[config.mk]
export PLATFORM = sky130hd
export DESIGN_NAME = wb_stage_flat
export DESIGN_NICKNAME = d
export VERILOG_FILES = /design/src/rtl/wb_stage_pkg.sv /design/src/rtl/wb_stage_if.sv /design/src/rtl/wb_stage_load_extend.sv /design/src/rtl/wb_stage.sv /design/src/flat_wrapper.sv
export SDC_FILE = /design/constraint.sdc
export NUM_CORES = 1
export LEC_CHECK = 0
export ABC_AREA = 1
export BUFFER_PORTS_ARGS = -buffer_cell sky130_fd_sc_hd__buf_2
export CAP_MARGIN = 10
export CORE_MARGIN = 10
export CORE_UTILIZATION = 40
export DETAILED_ROUTE_END_ITERATION = 6
export PLACE_DENSITY_LB_ADDON = 0.12
export SLEW_MARGIN = 0
export SYNTH_ARGS = -nofsm -noshare
export SYNTH_HDL_FRONTEND = slang
export SYNTH_SLANG_ARGS = --single-unit
[constraint.sdc]
create_clock -name clk -period 1.25 [get_ports clk]
set_input_delay 0.0625 -clock clk [delete_from_list [all_inputs] [get_ports clk]]
set_output_delay 0.0625 -clock clk [all_outputs]
set_load 0.01 [all_outputs]
[src/rtl/wb_stage_pkg.sv]
// -----------------------------------------------------------------------------
// wb_stage_pkg
// Shared definitions for the write-back stage of the RV32I core:
//   - datapath / register-address widths (XLEN = 32 only, RADDR_W = 5)
//   - load funct3 encodings (LB, LH, LW, LBU, LHU)
//   - write-back FSM state encoding
//   - small sign/zero-extension helpers used by the load extractor
// Optional feature macro used elsewhere in this slice: WB_MISALIGN_TRAP_EN.
// -----------------------------------------------------------------------------
package wb_stage_pkg;

    localparam int XLEN    = 32;
    localparam int RADDR_W = 5;

    localparam logic [2:0] F3_LB  = 3'b000;
    localparam logic [2:0] F3_LH  = 3'b001;
    localparam logic [2:0] F3_LW  = 3'b010;
    localparam logic [2:0] F3_LBU = 3'b100;
    localparam logic [2:0] F3_LHU = 3'b101;

    typedef enum logic [1:0] {
        IDLE     = 2'd0,
        WAIT_MEM = 2'd1,
        DRAIN    = 2'd2
    } wb_state_t;

    function automatic logic [XLEN-1:0] ext8(input logic [7:0] b, input logic sgn);
        return {{(XLEN-8){sgn & b[7]}}, b};
    endfunction

    function automatic logic [XLEN-1:0] ext16(input logic [15:0] h, input logic sgn);
        return {{(XLEN-16){sgn & h[15]}}, h};
    endfunction

endpackage

[src/rtl/wb_stage_if.sv]
// -----------------------------------------------------------------------------
// wb_stage_if
// Bundles every non-clock/reset signal of the write-back stage.
//   master : EX/MEM side + data memory + register-file observer (testbench/core)
//   slave  : the write-back stage itself
// Upstream handshake : in_valid_i / in_ready_o plus instruction fields
// Memory response    : mem_rvalid_i / mem_rdata_i, flush_i cancels a pending load
// Register file      : rf_w_en_o / rf_w_addr_o / rf_w_data_o, busy_o to hazard unit
// With WB_MISALIGN_TRAP_EN defined, misalign_o is added.
// -----------------------------------------------------------------------------
interface wb_stage_if;
    import wb_stage_pkg::*;

    logic               in_valid_i;
    logic               in_ready_o;
    logic               rd_we_i;
    logic [RADDR_W-1:0] rd_addr_i;
    logic [XLEN-1:0]    alu_result_i;
    logic               is_load_i;
    logic [2:0]         load_funct3_i;
    logic               flush_i;
    logic               mem_rvalid_i;
    logic [XLEN-1:0]    mem_rdata_i;
    logic               rf_w_en_o;
    logic [RADDR_W-1:0] rf_w_addr_o;
    logic [XLEN-1:0]    rf_w_data_o;
    logic               busy_o;
`ifdef WB_MISALIGN_TRAP_EN
    logic               misalign_o;
`endif

    modport master (
        output in_valid_i, rd_we_i, rd_addr_i, alu_result_i, is_load_i,
               load_funct3_i, flush_i, mem_rvalid_i, mem_rdata_i,
        input  in_ready_o, rf_w_en_o, rf_w_addr_o, rf_w_data_o, busy_o
`ifdef WB_MISALIGN_TRAP_EN
        , input misalign_o
`endif
    );

    modport slave (
        input  in_valid_i, rd_we_i, rd_addr_i, alu_result_i, is_load_i,
               load_funct3_i, flush_i, mem_rvalid_i, mem_rdata_i,
        output in_ready_o, rf_w_en_o, rf_w_addr_o, rf_w_data_o, busy_o
`ifdef WB_MISALIGN_TRAP_EN
        , output misalign_o
`endif
    );

endinterface

[src/rtl/wb_stage_load_extend.sv]
// -----------------------------------------------------------------------------
// wb_stage_load_extend
// Combinational load-data extractor.
//   i_funct3     : load type (LB/LH/LW/LBU/LHU, anything else = full word)
//   i_addr       : byte offset of the load within the aligned word
//   i_rdata      : aligned 32-bit word from data memory
//   o_ext_data   : extracted and sign/zero-extended result
//   o_misaligned : (WB_MISALIGN_TRAP_EN only) halfword at odd offset or
//                  word at non-zero offset
// Misaligned halfword/word accesses are rounded down to their natural
// alignment, so o_ext_data is meaningful in both builds.
// -----------------------------------------------------------------------------
module wb_stage_load_extend
    import wb_stage_pkg::*;
(
    input  logic [2:0]      i_funct3,
    input  logic [1:0]      i_addr,
    input  logic [XLEN-1:0] i_rdata,
    output logic [XLEN-1:0] o_ext_data
`ifdef WB_MISALIGN_TRAP_EN
    ,
    output logic            o_misaligned
`endif
);

    logic [7:0]  w_byte;
    logic [15:0] w_half;

    assign w_byte = i_rdata[{i_addr, 3'b000} +: 8];
    // addr[0] is dropped, which rounds an odd halfword address down
    assign w_half = i_addr[1] ? i_rdata[31:16] : i_rdata[15:0];

    always_comb begin
        o_ext_data = i_rdata;
        case (i_funct3)
            F3_LB:   o_ext_data = ext8(w_byte, 1'b1);
            F3_LBU:  o_ext_data = ext8(w_byte, 1'b0);
            F3_LH:   o_ext_data = ext16(w_half, 1'b1);
            F3_LHU:  o_ext_data = ext16(w_half, 1'b0);
            default: o_ext_data = i_rdata;
        endcase
    end

`ifdef WB_MISALIGN_TRAP_EN
    always_comb begin
        o_misaligned = 1'b0;
        case (i_funct3)
            F3_LH, F3_LHU: o_misaligned = i_addr[0];
            F3_LW:         o_misaligned = (i_addr != 2'b00);
            default:       o_misaligned = 1'b0;
        endcase
    end
`endif

endmodule

[src/rtl/wb_stage.sv]
// -----------------------------------------------------------------------------
// wb_stage
// Write-back stage of the 5-stage RV32I core, between the EX/MEM register and
// the register file. Non-loads commit one cycle after the handshake; loads
// wait for the data-memory response and commit the extended data one cycle
// after it. Every rf_* output is registered and pulses for one cycle.
// Ports:
//   clk    : core clock
//   rst_n  : asynchronous, active-low reset
//   bus    : wb_stage_if.slave (handshake, memory response, rf write port,
//            busy_o; misalign_o when WB_MISALIGN_TRAP_EN is defined)
// Optional feature macro: WB_MISALIGN_TRAP_EN -- misaligned loads suppress the
// write and pulse misalign_o instead.
//
// state    | meaning
// ---------+----------------------------------------------------------------
// IDLE     | ready for a new instruction; non-loads commit from here
// WAIT_MEM | load accepted, waiting for mem_rvalid_i (flush may cancel)
// DRAIN    | load was flushed, swallow its response then return to IDLE
// -----------------------------------------------------------------------------
module wb_stage
    import wb_stage_pkg::*;
(
    input  logic      clk,
    input  logic      rst_n,
    wb_stage_if.slave bus
);

    wb_state_t          r_state;
    logic [RADDR_W-1:0] r_rd;
    logic               r_rd_we;
    logic [2:0]         r_funct3;
    logic [1:0]         r_offset;

    logic               r_rf_w_en;
    logic [RADDR_W-1:0] r_rf_w_addr;
    logic [XLEN-1:0]    r_rf_w_data;

    logic [XLEN-1:0]    w_ext_data;
    logic               w_load_commit;

`ifdef WB_MISALIGN_TRAP_EN
    logic               w_misaligned;
    logic               r_misalign;
`endif

    wb_stage_load_extend u_load_extend (
        .i_funct3     (r_funct3),
        .i_addr       (r_offset),
        .i_rdata      (bus.mem_rdata_i),
        .o_ext_data   (w_ext_data)
`ifdef WB_MISALIGN_TRAP_EN
        ,
        .o_misaligned (w_misaligned)
`endif
    );

    // A load to x0 or without rd_we still occupies WAIT_MEM, it just never writes
    assign w_load_commit = r_rd_we && (r_rd != '0);

    assign bus.in_ready_o  = (r_state == IDLE);
    assign bus.busy_o      = (r_state == WAIT_MEM) || (r_state == DRAIN);
    assign bus.rf_w_en_o   = r_rf_w_en;
    assign bus.rf_w_addr_o = r_rf_w_addr;
    assign bus.rf_w_data_o = r_rf_w_data;
`ifdef WB_MISALIGN_TRAP_EN
    assign bus.misalign_o  = r_misalign;
`endif

    always_ff @(posedge clk or negedge rst_n) begin
        if (!rst_n) begin
            r_state     <= IDLE;
            r_rd        <= '0;
            r_rd_we     <= 1'b0;
            r_funct3    <= '0;
            r_offset    <= '0;
            r_rf_w_en   <= 1'b0;
            r_rf_w_addr <= '0;
            r_rf_w_data <= '0;
`ifdef WB_MISALIGN_TRAP_EN
            r_misalign  <= 1'b0;
`endif
        end else begin
            // The register file forwards on address match without looking at
            // the enable, so address and data must read zero when not writing.
            r_rf_w_en   <= 1'b0;
            r_rf_w_addr <= '0;
            r_rf_w_data <= '0;
`ifdef WB_MISALIGN_TRAP_EN
            r_misalign  <= 1'b0;
`endif
            case (r_state)
                IDLE: begin
                    if (bus.in_valid_i) begin
                        if (bus.is_load_i) begin
                            r_rd     <= bus.rd_addr_i;
                            r_rd_we  <= bus.rd_we_i;
                            r_funct3 <= bus.load_funct3_i;
                            r_offset <= bus.alu_result_i[1:0];
                            r_state  <= WAIT_MEM;
                        end else if (bus.rd_we_i && (bus.rd_addr_i != '0)) begin
                            r_rf_w_en   <= 1'b1;
                            r_rf_w_addr <= bus.rd_addr_i;
                            r_rf_w_data <= bus.alu_result_i;
                        end
                    end
                end
                WAIT_MEM: begin
                    if (bus.mem_rvalid_i) begin
                        // Response arriving with flush is consumed and dropped
                        r_state <= IDLE;
                        if (!bus.flush_i) begin
`ifdef WB_MISALIGN_TRAP_EN
                            if (w_misaligned) begin
                                r_misalign <= 1'b1;
                            end else if (w_load_commit) begin
                                r_rf_w_en   <= 1'b1;
                                r_rf_w_addr <= r_rd;
                                r_rf_w_data <= w_ext_data;
                            end
`else
                            if (w_load_commit) begin
                                r_rf_w_en   <= 1'b1;
                                r_rf_w_addr <= r_rd;
                                r_rf_w_data <= w_ext_data;
                            end
`endif
                        end
                    end else if (bus.flush_i) begin
                        r_state <= DRAIN;
                    end
                end
                DRAIN: begin
                    if (bus.mem_rvalid_i) begin
                        r_state <= IDLE;
                    end
                end
                default: r_state <= IDLE;
            endcase
        end
    end

endmodule

[src/flat_wrapper.sv]
// flat-port wrapper written by rule: the top's interface ports become plain ports
module wb_stage_flat import wb_stage_pkg::*;
  (clk, rst_n, bus_in_valid_i, bus_rd_we_i, bus_rd_addr_i, bus_alu_result_i, bus_is_load_i, bus_load_funct3_i, bus_flush_i, bus_mem_rvalid_i, bus_mem_rdata_i, bus_in_ready_o, bus_rf_w_en_o, bus_rf_w_addr_o, bus_rf_w_data_o, bus_busy_o);
  wb_stage_if bus_i ();
  input  logic clk;
  input  logic rst_n;
  input wire logic [$bits(bus_i.in_valid_i)-1:0] bus_in_valid_i;
  input wire logic [$bits(bus_i.rd_we_i)-1:0] bus_rd_we_i;
  input wire logic [$bits(bus_i.rd_addr_i)-1:0] bus_rd_addr_i;
  input wire logic [$bits(bus_i.alu_result_i)-1:0] bus_alu_result_i;
  input wire logic [$bits(bus_i.is_load_i)-1:0] bus_is_load_i;
  input wire logic [$bits(bus_i.load_funct3_i)-1:0] bus_load_funct3_i;
  input wire logic [$bits(bus_i.flush_i)-1:0] bus_flush_i;
  input wire logic [$bits(bus_i.mem_rvalid_i)-1:0] bus_mem_rvalid_i;
  input wire logic [$bits(bus_i.mem_rdata_i)-1:0] bus_mem_rdata_i;
  output wire logic [$bits(bus_i.in_ready_o)-1:0] bus_in_ready_o;
  output wire logic [$bits(bus_i.rf_w_en_o)-1:0] bus_rf_w_en_o;
  output wire logic [$bits(bus_i.rf_w_addr_o)-1:0] bus_rf_w_addr_o;
  output wire logic [$bits(bus_i.rf_w_data_o)-1:0] bus_rf_w_data_o;
  output wire logic [$bits(bus_i.busy_o)-1:0] bus_busy_o;
  assign bus_i.in_valid_i = bus_in_valid_i;
  assign bus_i.rd_we_i = bus_rd_we_i;
  assign bus_i.rd_addr_i = bus_rd_addr_i;
  assign bus_i.alu_result_i = bus_alu_result_i;
  assign bus_i.is_load_i = bus_is_load_i;
  assign bus_i.load_funct3_i = bus_load_funct3_i;
  assign bus_i.flush_i = bus_flush_i;
  assign bus_i.mem_rvalid_i = bus_mem_rvalid_i;
  assign bus_i.mem_rdata_i = bus_mem_rdata_i;
  assign bus_in_ready_o = bus_i.in_ready_o;
  assign bus_rf_w_en_o = bus_i.rf_w_en_o;
  assign bus_rf_w_addr_o = bus_i.rf_w_addr_o;
  assign bus_rf_w_data_o = bus_i.rf_w_data_o;
  assign bus_busy_o = bus_i.busy_o;
  wb_stage u_core (.clk(clk), .rst_n(rst_n), .bus(bus_i));
endmodule
**After elaboration in Yosys (flattened, before gate mapping)**

Cells that the tools add are included.

- Register bits after elaboration: 51
- Bits of input ports: 79
- Output and inout bits: 40
- Word-level logic and storage cells: 56

- Equal/unequal tests: 9
- Shifts and indexed selects: 1
- Muxes and demuxes: 29
- Reduce and logical (&&, ||, !) cells: 9

Operators by type and width:

| kind | count |
|---|---|
| two-way mux 32 bit | 6 |
| one-hot mux 32 bit (4 select lines) | 1 |
| one-hot mux 32 bit (2 select lines) | 1 |
| variable part select 32 x 6 -> 8 bit | 1 |
| two-way mux 5 bit | 6 |
| two-way mux 16 bit | 1 |
| two-way mux 2 bit | 5 |
| one-hot mux 5 bit (2 select lines) | 1 |
| nonzero test 5 bit | 2 |
| equality test 3 bit (second input constant) | 2 |
| two-way mux 1 bit | 6 |
| != test 2 bit (second input constant) | 3 |
| one-hot mux 2 bit (3 select lines) | 1 |
| AND reduction 4 bit | 1 |
| equality test 3 x 1 -> 1 bit (second input constant) | 1 |
| zero test 3 bit | 1 |
| != test 3 bit (second input constant) | 1 |
| AND reduction 3 bit | 1 |
| equality test 2 x 1 -> 1 bit (second input constant) | 1 |
| equality test 2 bit (second input constant) | 1 |
| logical AND 1 bit | 2 |
| zero test 2 bit | 1 |
| one-hot mux 1 bit (2 select lines) | 1 |
| logical OR 1 bit | 1 |

**Logic depth before layout (Yosys ltp)**

- Depth after elaboration: 6
- Mapped depth: 10
- Depth with buffers taken out: 8

**Cells and area by module**

Synthesis repeated with hierarchy kept, for this count alone.

- Cells, all modules: 409
- Area, all modules: 2,984.1 um^2

Modules (own cells, without submodules):

| module | instances | cells each | area an instance (um^2) | seq. area each (um^2) |
|---|---|---|---|---|
| wb_stage | 1 | 251 | 2,209.6 | 1,276.2 |
| wb_stage_load_extend | 1 | 158 | 774.5 | 0.0 |

**Worst setup path before layout**

Ideal clock, no wire load.

- Kind: reg2reg
- Start point: register u_core.r_state[0]
- End point: register u_core.r_rf_w_data[0] (netlist: u_core.bus.rf_w_data_o[0])
- Setup time: 65 ps
- Arrival: 1,342 ps
- Required time: 1,185 ps
- Slack: -157 ps
- Stages on the path, launching flop included: 10
- Path buffers: 1
- Clock period less this slack: 1,407 ps
- Path through: dfrtp_1 inv_1 ha_1 nand2_1 nor2_1 nand2_1 inv_1 buf_2 nand2_1 nand2_1

- Word-level cells in the longest chain between the ends: 2
- Elaborated cells on any way between the ends: 3
- Classes of those cells: 1 x eq/ne; 1 x mux; 1 x reduce/logical

RTL lines:

| element | RTL line | text |
|---|---|---|
| start: declaration | wb_stage.sv:29 | `wb_state_t r_state;` |
| start signal: assignment | wb_stage.sv:72 | `r_state <= IDLE;` |
| start signal: assignment | wb_stage.sv:100 | `r_state <= WAIT_MEM;` |
| start signal: assignment | wb_stage.sv:111 | `r_state <= IDLE;` |
| zero test 2 bit | -- |  |
| net bus_in_ready_o | flat_wrapper.sv:16 | `output wire logic [$bits(bus_i.in_ready_o)-1:0] bus_in_ready_o;` |
| one-hot mux 32 bit (2 select lines) | wb_stage.sv:92 | `case (r_state)` |
| end signal: assignment | wb_stage.sv:104 | `r_rf_w_data <= bus.alu_result_i;` |
| end signal: assignment | wb_stage.sv:125 | `r_rf_w_data <= w_ext_data;` |
| end: declaration | wb_stage.sv:37 | `logic [XLEN-1:0] r_rf_w_data;` |

The timed path passes the listed nets, and every way through them passes these cells.
A chain may end at the register's enable or synchronous reset.

**Worst setup path after layout**

- Start point: register u_core.r_state[1]
- End point: register u_core.r_rf_w_addr[3] (netlist: u_core.bus.rf_w_addr_o[3])

- Word-level cells in the longest chain between the ends: 2
- Elaborated cells on any way between the ends: 3
- Classes of those cells: 1 x eq/ne; 1 x mux; 1 x reduce/logical

RTL lines:

| element | RTL line | text |
|---|---|---|
| equality test 2 x 1 -> 1 bit or zero test 2 bit (tied branches) | wb_stage.sv:92 |  |
| one-hot mux 5 bit (2 select lines) (*) | wb_stage.sv:92 |  |
| end signal: assignment | wb_stage.sv:103 | `r_rf_w_addr <= bus.rd_addr_i;` |
| end signal: assignment | wb_stage.sv:124 | `r_rf_w_addr <= r_rd;` |
| end: declaration | wb_stage.sv:36 | `logic [RADDR_W-1:0] r_rf_w_addr;` |

Mark *: on every way between the ends. The rest lies on a longest branch, timed or not.

==> results.md <==
- met2 is the most crowded layer.
- Across all layers, the routed design uses 3433 vias.
- The arrival time reported for the critical path endpoint is 1.79 ns.
- The first routing iteration left 200 violations.
- In the routed design, unresolved DRC markers number 0.
- The die covers 11200 um^2.
- After synthesis, flip-flops and latches occupy 43.4% of the total area.
- At the placement stage, the worst setup path has a slack of -0.292 ns.
- The core utilization of the finished layout is 72.6%.
- The met1 track demand over resource in global routing is 21.2%.
- In this run the tool buffered the top-level ports with 118 buffer cells.
- Clock skew on the completed layout was measured at 0.00570 ns.
- Synthesis produced a netlist whose cell count is 434.
- The launching element of the worst setup path is u_core.r_state[1]$_DFFE_PN0P_.
- After detailed routing, the total wire length is 11000 um.
- The met2 layer usage reported by global route is 33.0%.
- The number of antenna violations at the first check in global routing was 0.
- The number of cells in the design after placement is 673.
- The setup slack of the worst register-to-register path is -0.30 ns.
- The cell area power density is 1700 nW/um^2.
- For the pin with the worst max-slew slack, the measured transition is 0.285 ns.
- The total area of sequential cells is 1280 um^2.
- The number of buffers on the longest clock path is 2.
- The first-pass detailed-route iteration total is 5.
- Ranked by total cell area, the synthesized netlist is headed by sky130_fd_sc_hd__dfrtp_1, sky130_fd_sc_hd__nand2_1, sky130_fd_sc_hd__inv_1, sky130_fd_sc_hd__nor2_1, sky130_fd_sc_hd__a21oi_1.
- Entering global routing, the biggest net connects 52 pins.
- Pin placement for this block handled 119 I/O pins.
- The area of the core is 7210 um^2.
- The count of different cell masters after synthesis is 23.
- The cell sitting at the root of the clock tree is a sky130_fd_sc_hd__clkbuf_8.
- In this run the critical register-to-register path is launched from u_core.r_state[1]$_DFFE_PN0P_.
- The average wire length per cell after detail routing is 15.1 um.
- The flow ran to the end, but the final reports show violations.
- In the finished design, the share of the clock period the worst path needs comes to 124%.
- The yosys synthesis warning count is 0.
- The met3 capacity usage during global routing is 5.36%.
- For this configuration, the core starts out at a cell density of 40.8%.
- The analysis attributes to cell leakage a power of 2.96 nW.
- The max-slew violation total from the final report was 0.
- The largest fanout on the critical path is 7.
- Clock-pin slew was measured on the worst setup and hold paths at 0.10 ns.
- Clock tree synthesis found a total of 51 sinks.
- The cell internal power dissipation is 5.26 mW.
- Net switching is 41.0% of the power.
- The final reports fail on setup timing.
- Summed over all nets, the switching power comes to 3.66 mW.
- The startpoint kind of the worst setup timing path is a register.
- Global routing finished with a remaining overflow of 0.
- The worst setup path category is reg2reg.
- The required time at the worst-slack endpoint is 1.48 ns.
- The CTS tree is built.
- TritonCTS created 5 clock buffers.
- Using the TritonRoute via totals, the vias-per-cell ratio works out to 4.70.
- Counting cells, the worst reg-to-reg path comes to 11.
- The post-synthesis cell type with the largest combined area is sky130_fd_sc_hd__dfrtp_1.
- The overall global routing resource usage is 18.5%.
- After synthesis the cells add up to 2940 um^2.
- The remaining antenna violation count is 0.
- Detailed placement finished with a half-perimeter wire length of 7160 um.
- The worst register-to-register path ends at u_core.bus.rf_w_addr_o[3]$_DFF_PN0_.
- The post-route netlist has 45.4% of its cells at a drive strength greater than 1.
- Counting I/O delays and the setup requirement, the final critical path takes 1.55 ns.
- The share of total power in combinational logic is 61.4%.
- The worst setup path endpoint is u_core.bus.rf_w_addr_o[3]$_DFF_PN0_.
- The number of standard cells in the final layout excluding fillers is 731.
- The kind of capture point of the worst setup path is a register.
- Once routing completed, OpenROAD measured the worst setup slack at -0.304 ns.
- The worst min-delay path category is in2reg.
- The synthesis-to-finish area growth is 77.9%.
- The top cell type's share of synthesized area is 43.4%.
- The number of violations of the max-capacitance limit is 0.
- The global-route wire length before repair is 17200 um.
- The worst-case headroom to the max-slew limit is 80.9%.
- The clock network burns 13.5% of the power.
- The H-tree was split into 2 levels.
- Counting flops and latches in the post-synthesis netlist gives 51.
- In this run, flip-flops and latches consume 25.1% of the power.
- Setup violations remaining at the end of the flow were counted as 53.
- The global placement routability congestion is 0.866.
- VDD sags by at most 1.59 mV.
- The fill cell total of the finished layout is 580.
- The repair_antennas step left the layout with diodes totalling 0.
- The mean instance size in the synthesized netlist is 6.78 um^2.
- The count of final hold-check violations was 0.
- The number of global-route vias before repair came to 3524.
- The floorplan has 31 rows.
- The die height is 106 um.
- Hold timing on the final database bottoms out at a slack of 0.0257 ns.
- The multi-input combinational cells in the finished layout cover a total of 1860 um^2.
- When the netlist entered floorplanning its net count stood at 516.
- Based on the critical path, the design can be clocked at up to 644 MHz.
- The source-to-sink clock delay at the later pin of the worst-skew pair is 0.30 ns.
- In the final design database the tool counted 713 nets.
- The x dimension of the die is 106 um.
- Setup repair after global routing could not meet its margin everywhere.
[area by class of cell]
class                   count  share of cell area (%)
multi-input cells         316                    35.4
repair buffers            207                    31.3
flip-flops and latches     51                    24.4
inverters                  49                    3.94
well taps                  99                    2.37
clock buffers               6                    1.58
clock inverters             2                   0.669
repair inverters            1                   0.311
[layout by cell type, fill, tap and decap left out, types with 3 or more instances in the layout]
cell type / n
sky130_fd_sc_hd__a21oi_1: 3
sky130_fd_sc_hd__a21oi_2: 21
sky130_fd_sc_hd__buf_12: 13
sky130_fd_sc_hd__buf_2: 117
sky130_fd_sc_hd__buf_4: 28
sky130_fd_sc_hd__buf_6: 11
sky130_fd_sc_hd__clkbuf_16: 3
sky130_fd_sc_hd__clkbuf_8: 6
sky130_fd_sc_hd__dfrtp_1: 51
sky130_fd_sc_hd__dlygate4sd3_1: 33
sky130_fd_sc_hd__ha_4: 3
sky130_fd_sc_hd__inv_1: 40
sky130_fd_sc_hd__inv_2: 5
sky130_fd_sc_hd__nand2_1: 146
sky130_fd_sc_hd__nand2_2: 24
sky130_fd_sc_hd__nand2_4: 18
sky130_fd_sc_hd__nand3_1: 22
sky130_fd_sc_hd__nand3b_1: 4
sky130_fd_sc_hd__nor2_1: 36
sky130_fd_sc_hd__nor2_2: 3
sky130_fd_sc_hd__nor2_4: 7
sky130_fd_sc_hd__o21ai_0: 3
sky130_fd_sc_hd__o21ai_1: 5
sky130_fd_sc_hd__o21ai_2: 7
[layer usage]
layer / wire [um] / part of all wire, % / vias to the layer above
met3: 760 / 6.9 / 13
li1: - / - / 1722
met4: 146 / 1.3 / 0
met2: 5670 / 51 / 116
met5: 0 / 0 / -
met1: 4450 / 40 / 1582
[registers in the layout, summed over array words and instances, names as in the netlist]
signal / count
u_core.r_state: 2
u_core.bus.rf_w_en_o: 1
u_core.r_rd_we: 1
u_core.r_offset: 2
u_core.bus.rf_w_data_o: 32
u_core.r_rd: 5
u_core.bus.rf_w_addr_o: 5
u_core.r_funct3: 3
[metrics by stage]
step | TNS (ns) | area [um^2] | total power [mW]
6_report | -11.90 | 5240 | 8.92
4_1_cts | -7.85 | 4880 | 8.19
3_3_place_gp | -9.85 | 3980 | 6.15
5_1_grt | -15.19 | 5240 | 9.52
2_1_floorplan | -1.72 | 3010 | 4.59
3_5_place_dp | -10.72 | 3980 | 6.20
[worst min-delay path by stage]
| stage | slack [ns] | startpoint | endpoint | depth (start not counted) |
|---|---|---|---|---|
| final | 0.03 | bus_rd_addr_i[3] | u_core.r_rd[3]$_DFFE_PN0P_ | 3 |
| after global routing | 0.01 | bus_load_funct3_i[1] | u_core.r_funct3[1]$_DFFE_PN0P_ | 3 |
| after CTS | 0.001 | bus_alu_result_i[0] | u_core.bus.rf_w_data_o[0]$_DFF_PN0_ | 3 |
| after detailed placement | 0.07 | rst_n | u_core.bus.rf_w_data_o[23]$_DFF_PN0_ | 2 |
| after global placement | 0.08 | rst_n | u_core.bus.rf_w_data_o[23]$_DFF_PN0_ | 2 |
| after floorplan | -0.23 | rst_n | u_core.bus.rf_w_addr_o[0]$_DFF_PN0_ | 0 |
[Yosys cell counts]
library cell,n
sky130_fd_sc_hd__nor2_1,43
sky130_fd_sc_hd__o211ai_1,1
sky130_fd_sc_hd__clkinv_1,1
sky130_fd_sc_hd__buf_2,9
sky130_fd_sc_hd__nor2_4,2
sky130_fd_sc_hd__dfrtp_1,51
sky130_fd_sc_hd__o21ai_1,1
sky130_fd_sc_hd__buf_6,3
sky130_fd_sc_hd__o21ai_0,14
sky130_fd_sc_hd__ha_1,3
sky130_fd_sc_hd__mux2_2,2
sky130_fd_sc_hd__nand3b_1,4
sky130_fd_sc_hd__nor2_2,1
sky130_fd_sc_hd__nand2_4,2
sky130_fd_sc_hd__o21bai_1,2
sky130_fd_sc_hd__inv_2,4
sky130_fd_sc_hd__inv_1,44
sky130_fd_sc_hd__o22ai_1,2
sky130_fd_sc_hd__nand2_1,188
sky130_fd_sc_hd__buf_4,2
sky130_fd_sc_hd__a21oi_1,26
sky130_fd_sc_hd__clkbuf_1,4
sky130_fd_sc_hd__nand3_1,25
[critical path, cell delays in order (launching register included)]
cell and delay (ns):
sky130_fd_sc_hd__dfrtp_1 0.40, sky130_fd_sc_hd__inv_2 0.10, sky130_fd_sc_hd__buf_12 0.10, sky130_fd_sc_hd__ha_4 0.13, sky130_fd_sc_hd__nand2_4 0.06, sky130_fd_sc_hd__nor2_4 0.16
sky130_fd_sc_hd__nand2_8 0.11, sky130_fd_sc_hd__buf_12 0.16, sky130_fd_sc_hd__clkinv_8 0.06, sky130_fd_sc_hd__buf_12 0.10, sky130_fd_sc_hd__nand2_2 0.03, sky130_fd_sc_hd__o21ai_1 0.07
[power groups by stage]
| stage | logic [mW] | clock network [mW] | registers [mW] |
|---|---|---|---|
| floorplan | 2.28 | 0 | 2.31 |
| global placement | 3.92 | 0 | 2.24 |
| detailed placement | 3.95 | 0 | 2.25 |
| CTS | 4.75 | 1.22 | 2.21 |
| global route | 5.95 | 1.29 | 2.28 |
| finish | 5.48 | 1.21 | 2.24 |
[cell families after synthesis]
| group | synth area share (%) |
|---|---|
| fa+ha+maj | 1.28 |
| mux | 0.765 |
| flops | 43.4 |
| buf+inv | 9.95 |
| simple gates | 36.5 |
| compound gates | 8.16 |
[what timing repair did]
| item | CTS | global route |
|---|---|---|
| gates resized for setup | 78 | 69 |
| setup buffers | 8 | 4 |
| hold buffers | 33 | 0 |
| pin swaps | 32 | 38 |
| hold endpoints to repair | 83 | 0 |
| endpoints found under the setup margin | 53 | 53 |
| cloned | 5 | 3 |
(Power assumes the default switching activity.)
